`config.mk`:
```
export PLATFORM = sky130hd
export DESIGN_NAME = tdc_thermo_decoder
export DESIGN_NICKNAME = d
export VERILOG_FILES = /design/src/rtl/tdc_pkg.sv /design/src/rtl/tdc_thermo_popcount.sv /design/src/rtl/tdc_thermo_decoder.sv
export SDC_FILE = /design/constraint.sdc
export NUM_CORES = 1
export LEC_CHECK = 0
export ABC_AREA = 1
export BUFFER_PORTS_ARGS = -buffer_cell sky130_fd_sc_hd__buf_2
export CORE_UTILIZATION = 36
export CTS_BUF_LIST = sky130_fd_sc_hd__clkbuf_8 sky130_fd_sc_hd__clkbuf_16
export CTS_CLUSTER_DIAMETER = 50
export DETAILED_ROUTE_END_ITERATION = 8
export PLACE_DENSITY_LB_ADDON = 0.15
export SETUP_SLACK_MARGIN = 0.15
export SLEW_MARGIN = 10
export SYNTH_ARGS = -nofsm -noshare
export SYNTH_HDL_FRONTEND = slang
export SYNTH_SLANG_ARGS = --single-unit
```
`constraint.sdc`:
```
create_clock -name i_clock -period 2 [get_ports i_clock]
set_input_delay 0.1 -clock i_clock [delete_from_list [all_inputs] [get_ports i_clock]]
set_output_delay 0.1 -clock i_clock [all_outputs]
set_load 0.05 [all_outputs]
```
`src/rtl/tdc_pkg.sv`:
```
// tdc_pkg: shared definitions for the fine-TDC thermometer readout.
//   state_e : readout FSM state encoding.
//   clog2   : constant function used to size the fine count.
package tdc_pkg;

    typedef enum logic [2:0] {
        StIdle    = 3'd0,
        StWaitLow = 3'd1,
        StArmed   = 3'd2,
        StEncode  = 3'd3,
        StOut     = 3'd4
    } state_e;

    // Ceiling log2; clog2(1) = 0, clog2(6) = 3.
    function automatic int unsigned clog2(input int unsigned value);
        int unsigned result;
        result = 0;
        for (int unsigned i = 0; i < 32; i++) begin
            if ((64'd1 << i) < 64'(value)) begin
                result = i + 1;
            end
        end
        return result;
    endfunction

endpackage

```
`src/rtl/tdc_thermo_popcount.sv`:
```
// tdc_thermo_popcount: combinational popcount and bubble check of a thermometer word.
//   i_word   : thermometer word, bit0 is the chain entry.
//   o_count  : number of ones in i_word (0..STAGES).
//   o_bubble : 1 when some 1 sits above a 0, i.e. the word is not 0..01..1.
module tdc_thermo_popcount
    import tdc_pkg::*;
#(
    parameter  int unsigned STAGES = 5,
    localparam int unsigned FINE_W = clog2(STAGES + 1)
) (
    input  logic [STAGES-1:0] i_word,
    output logic [FINE_W-1:0] o_count,
    output logic              o_bubble
);

    always_comb begin
        o_count  = '0;
        o_bubble = 1'b0;
        for (int i = 0; i < STAGES; i++) begin
            o_count = o_count + FINE_W'(i_word[i]);
        end
        // Any 1-above-0 pattern implies an adjacent 1-over-0 pair somewhere.
        for (int i = 1; i < STAGES; i++) begin
            if (i_word[i] && !i_word[i-1]) begin
                o_bubble = 1'b1;
            end
        end
    end

endmodule

```
`src/rtl/tdc_thermo_decoder.sv`:
```
// tdc_thermo_decoder: readout end of the carry-chain fine TDC.
// Arms on request, waits for a zero baseline, detects the START edge, and
// delivers one {coarse, fine} timestamp per arm over valid/ready.
//   i_clock      : system clock (also the fine TDC STOP clock).
//   i_reset      : synchronous active-low reset.
//   i_arm        : one-cycle measurement request, honoured only in idle.
//   i_thermo     : registered thermometer word from the fine TDC.
//   o_ts_valid   : timestamp available; held until i_ts_ready.
//   i_ts_ready   : consumer accepts the timestamp.
//   o_ts_coarse  : cycles from arm acceptance to detection.
//   o_ts_fine    : popcount of the detection word.
//   o_bubble_err : detection word not a contiguous run of ones from bit0.
//   o_timeout    : coarse counter wrapped before detection.
//   o_busy       : high whenever not idle.
module tdc_thermo_decoder
    import tdc_pkg::*;
#(
    parameter  int unsigned STAGES   = 5,
    parameter  int unsigned COARSE_W = 16,
    localparam int unsigned FINE_W   = clog2(STAGES + 1)
) (
    input  logic                i_clock,
    input  logic                i_reset,
    input  logic                i_arm,
    input  logic [STAGES-1:0]   i_thermo,
    output logic                o_ts_valid,
    input  logic                i_ts_ready,
    output logic [COARSE_W-1:0] o_ts_coarse,
    output logic [FINE_W-1:0]   o_ts_fine,
    output logic                o_bubble_err,
    output logic                o_timeout,
    output logic                o_busy
);

    state_e              r_state;
    state_e              w_state_next;
    logic [COARSE_W-1:0] r_count;
    logic [COARSE_W-1:0] r_coarse;
    logic [STAGES-1:0]   r_word;
    logic [FINE_W-1:0]   r_fine;
    logic                r_bubble;
    logic                r_timeout;

    logic [FINE_W-1:0]   w_fine;
    logic                w_bubble;
    logic                w_detect;
    logic                w_count_max;

    assign w_detect    = |i_thermo;
    assign w_count_max = &r_count;

    tdc_thermo_popcount #(
        .STAGES (STAGES)
    ) u_popcount (
        .i_word   (r_word),
        .o_count  (w_fine),
        .o_bubble (w_bubble)
    );

    always_comb begin
        w_state_next = r_state;
        unique case (r_state)
            StIdle:    if (i_arm)                     w_state_next = StWaitLow;
            StWaitLow: if (!w_detect)                 w_state_next = StArmed;
            StArmed:   if (w_detect || w_count_max)   w_state_next = StEncode;
            StEncode:                                 w_state_next = StOut;
            StOut:     if (i_ts_ready)                w_state_next = StIdle;
            default:                                  w_state_next = StIdle;
        endcase
    end

    always_ff @(posedge i_clock) begin
        if (!i_reset) begin
            r_state   <= StIdle;
            r_count   <= '0;
            r_coarse  <= '0;
            r_word    <= '0;
            r_fine    <= '0;
            r_bubble  <= 1'b0;
            r_timeout <= 1'b0;
        end else begin
            r_state <= w_state_next;
            unique case (r_state)
                StIdle: begin
                    if (i_arm) begin
                        r_count <= '0;
                    end
                end
                // Stale trigger time still counts toward the coarse value.
                StWaitLow: r_count <= r_count + COARSE_W'(1);
                StArmed: begin
                    r_count <= r_count + COARSE_W'(1);
                    // Detection wins over wrap when both happen together.
                    if (w_detect) begin
                        r_word    <= i_thermo;
                        r_coarse  <= r_count;
                        r_timeout <= 1'b0;
                    end else if (w_count_max) begin
                        r_word    <= '0;
                        r_coarse  <= r_count;
                        r_timeout <= 1'b1;
                    end
                end
                StEncode: begin
                    r_fine   <= w_fine;
                    r_bubble <= w_bubble;
                end
                default: begin
                end
            endcase
        end
    end

    assign o_ts_valid   = (r_state == StOut);
    assign o_busy       = (r_state != StIdle);
    assign o_ts_coarse  = r_coarse;
    assign o_ts_fine    = r_fine;
    assign o_bubble_err = r_bubble;
    assign o_timeout    = r_timeout;

endmodule
```
==> results.yml <==
status:
  status: "finished, final reports clean"
die:
  die_height_microns: 81.9
  initial_core_util: 0.381
  chipWidth_microns: 81.9
  core_sq_um: 6030
  rows: 28
  pin_count: 32
  dieArea_sq_um: 6700
clock_network:
  numCtsBuffers: 5
  cts_tree: "built"
  clkLatencyLatePin_ns: 0.30
  cts.clk_slew.worst_paths_ns: 0.08
  clk_path_buf_depth: 2
  clock-root-buffer: "clkbuf_8"
  cts_max_level: 2
  cts.sinks: 45
  holdBufCountCts: 0
sta:
  fmax_mhz: 510
  fin_ws_ns: 0.0384
  slew_headroom: 0.753
  setup_violations: 0
  tightest_slew_ns: 0.370
  slew_violations: 0
  hold_viol_final: 0
  whs_ns: 0.128
  rsz0062_at_grt: "yes"
  finalCritPeriodShare: 0.981
  finClkSkew_ns: 0.0111
  min_period_ns: 1.96
critical_path:
  rr_worst_depth: 8
  worstSetupPathType: "flop to flop"
  cpPeakStageDelay_ns: 0.47
  arrival_ns: 2.20
  reg2reg_slack_ns: 0.04
  rr_startpoint: "r_word[1]$_SDFFE_PN0P_"
  worstPathCellList: "ha_4 > inv_1 > fa_1 > inv_1 > ha_1 > inv_1 > fa_1 > a21oi_1"
  crit_fanout: 4
  cpMostUsedCell: "inv_1"
  cp-start-kind: "flop"
  critPathTopFamily: "adder cells"
  worst-path-buf-inv: 3
  r2r-end: "o_ts_fine[1]$_SDFFE_PN0P_"
  end_kind: "flop"
  slowest_stage: "fa_1"
  required_ns: 2.24
routing:
  wl_per_cell_microns: 12.0
  drc: 0
  firstDrtPassIters: 4
  viasPerCell: 4.74
  drt_wl_total_microns: 5200
  ant_nets: 0
  initialDrtViolationCount: 87
  via_count: 2057
yosys:
  synth_cell_types: 26
  syn_avg_cell_area_sq_um: 7.00
  synth_seq_area_share: 0.392
  syn_nets: 342
  synth-warning-count: 0
  syn-instance-count: 328
  syn_area_sq_um: 2300
  ys_seq_elements: 45
grt:
  antenna_found_initial: 0
  overflow: 0
  first_global_vias: 1817
  grt_pass1_wl_microns: 8400
  track_usage: 0.167
  grt_max_degree: 44
final_layout:
  n_antenna_cell: 0
  drive_above_1_share: 0.178
  utilization: 0.437
  fin_nets: 372
  design_area_sq_um: 2630
  area_growth_pct: 14.5
placement:
  dpl_cell_area_sq_um: 2470
  detailed_place_hpwl_microns: 3610
  pre_cts_ws_ns: 0.0296
  io_buffer_count: 31
  place_congestion: 0.884
worst_hold_path:
  hold_depth: 3
  min_path_type: "input pin to flop"
  hold_start: "i_reset"
  min_to: "r_count[11]$_SDFFE_PN0P_"
flow_run:
  cap_violations: 0
power_and_ir_drop:
  peakVddDrop_mv: 0.581
  cellLeakagePower_nw: 1.17
  powerDensity_nw_per_um2: 1320
  finalPower_mw: 3.48
## metrics by stage
stage          setup TNS [ns]  instances
2_1_floorplan               0        328
3_5_place_dp                0        424
6_report                    0        434
3_3_place_gp                0        424
4_1_cts                     0        433
5_1_grt               -0.0428        434
## power by group
group | switching (mW) | internal (mW)
Sequential | 0.126 | 1.08
Combinational | 1.10 | 0.456
Clock | 0.312 | 0.403
## cell usage after synthesis
cell type | count | share of area
a21oi_1 | 42 | 0.092
a31oi_1 | 1 | 0.0027
buf_1 | 2 | 0.0033
buf_4 | 4 | 0.013
buf_6 | 6 | 0.029
clkbuf_1 | 1 | 0.0016
dfxtp_1 | 45 | 0.39
fa_1 | 2 | 0.017
ha_1 | 3 | 0.016
inv_1 | 45 | 0.074
inv_2 | 5 | 0.0082
nand2_1 | 62 | 0.10
nand2_2 | 2 | 0.0054
nand2_4 | 2 | 0.0098
nand3_1 | 32 | 0.070
nand3_4 | 1 | 0.0076
nand3b_1 | 2 | 0.0065
nand4_1 | 2 | 0.0054
nor2_1 | 41 | 0.067
nor2_2 | 3 | 0.0082
nor2_4 | 3 | 0.015
nor3_1 | 4 | 0.0087
nor3_2 | 1 | 0.0044
nor3_4 | 1 | 0.0071
o21ai_0 | 13 | 0.028
o21ai_1 | 3 | 0.0065
## per-layer routing
layer | share of wire | vias to the layer above | track usage
met1 | 0.51 | 923 | 0.230
li1 | - | 1099 | -
met2 | 0.44 | 30 | 0.247
met3 | 0.036 | 5 | 0.0422
met4 | 0.013 | 0 | 0.0632
met5 | 0 | - | 0
## worst reg2reg max path, delay by kind of cell (launching register included)
kind	cells	cell delay, ns
flops	1	0.35
compound gates	1	0.12
buf+inv	3	0.14
fa+ha+maj	4	1.28
## placed cells by master, fill, tap and decap left out, drive strengths merged
master,n
nand2,67
inv,51
nor2,47
dfxtp,45
a21oi,42
buf,35
nand3,33
o21ai,16
clkbuf,6
nor3,6
ha,3
nand4,2
nand3b,2
fa,2
a31oi,1
bufinv,1
## state kept, by name, indices dropped and copies added, names as in the netlist
register / count
o_ts_coarse: 16
r_count: 16
r_word: 5
o_ts_fine: 3
r_state: 3
o_bubble_err: 1
o_timeout: 1
## worst max-delay path by stage
stage	from	to	slack, ns	depth (start not counted)
after floorplan	r_word[1]$_SDFFE_PN0P_	o_ts_fine[1]$_SDFFE_PN0P_	0.10	8
after global placement	r_word[0]$_SDFFE_PN0P_	o_ts_fine[1]$_SDFFE_PN0P_	0.07	8
after detailed placement	r_word[1]$_SDFFE_PN0P_	o_ts_fine[1]$_SDFFE_PN0P_	0.03	8
after CTS	r_word[1]$_SDFFE_PN0P_	o_ts_fine[1]$_SDFFE_PN0P_	0.03	8
after global routing	r_word[1]$_SDFFE_PN0P_	o_ts_fine[1]$_SDFFE_PN0P_	-0.04	8
final	r_word[1]$_SDFFE_PN0P_	o_ts_fine[1]$_SDFFE_PN0P_	0.04	8
## repair_timing
action                     4_1_cts  5_1_grt
gates cloned                     0        1
resized for setup                2        2
setup endpoints to repair        2       24
buffers inserted                 1        0
pin swaps                        0        1
## logic make-up (layout without fill, tap and decap cells)
kind of cell,Yosys count,after routing,synth area share
simple gates,156,157,0.316
buf+inv,63,93,0.129
compound gates,59,59,0.129
flops,45,45,0.392
fa+ha+maj,5,5,0.0338
## area by class of cell
type,instances,area [sq um]
clock inverter,2,33.8
timing repair buffer,35,198
sequential,45,903
clock buffer,6,82.6
inverter,50,188
multi-input combinational,221,1130
tap,75,93.8
fill,659,3390
No activity file was read; power rests on OpenSTA's default activity.
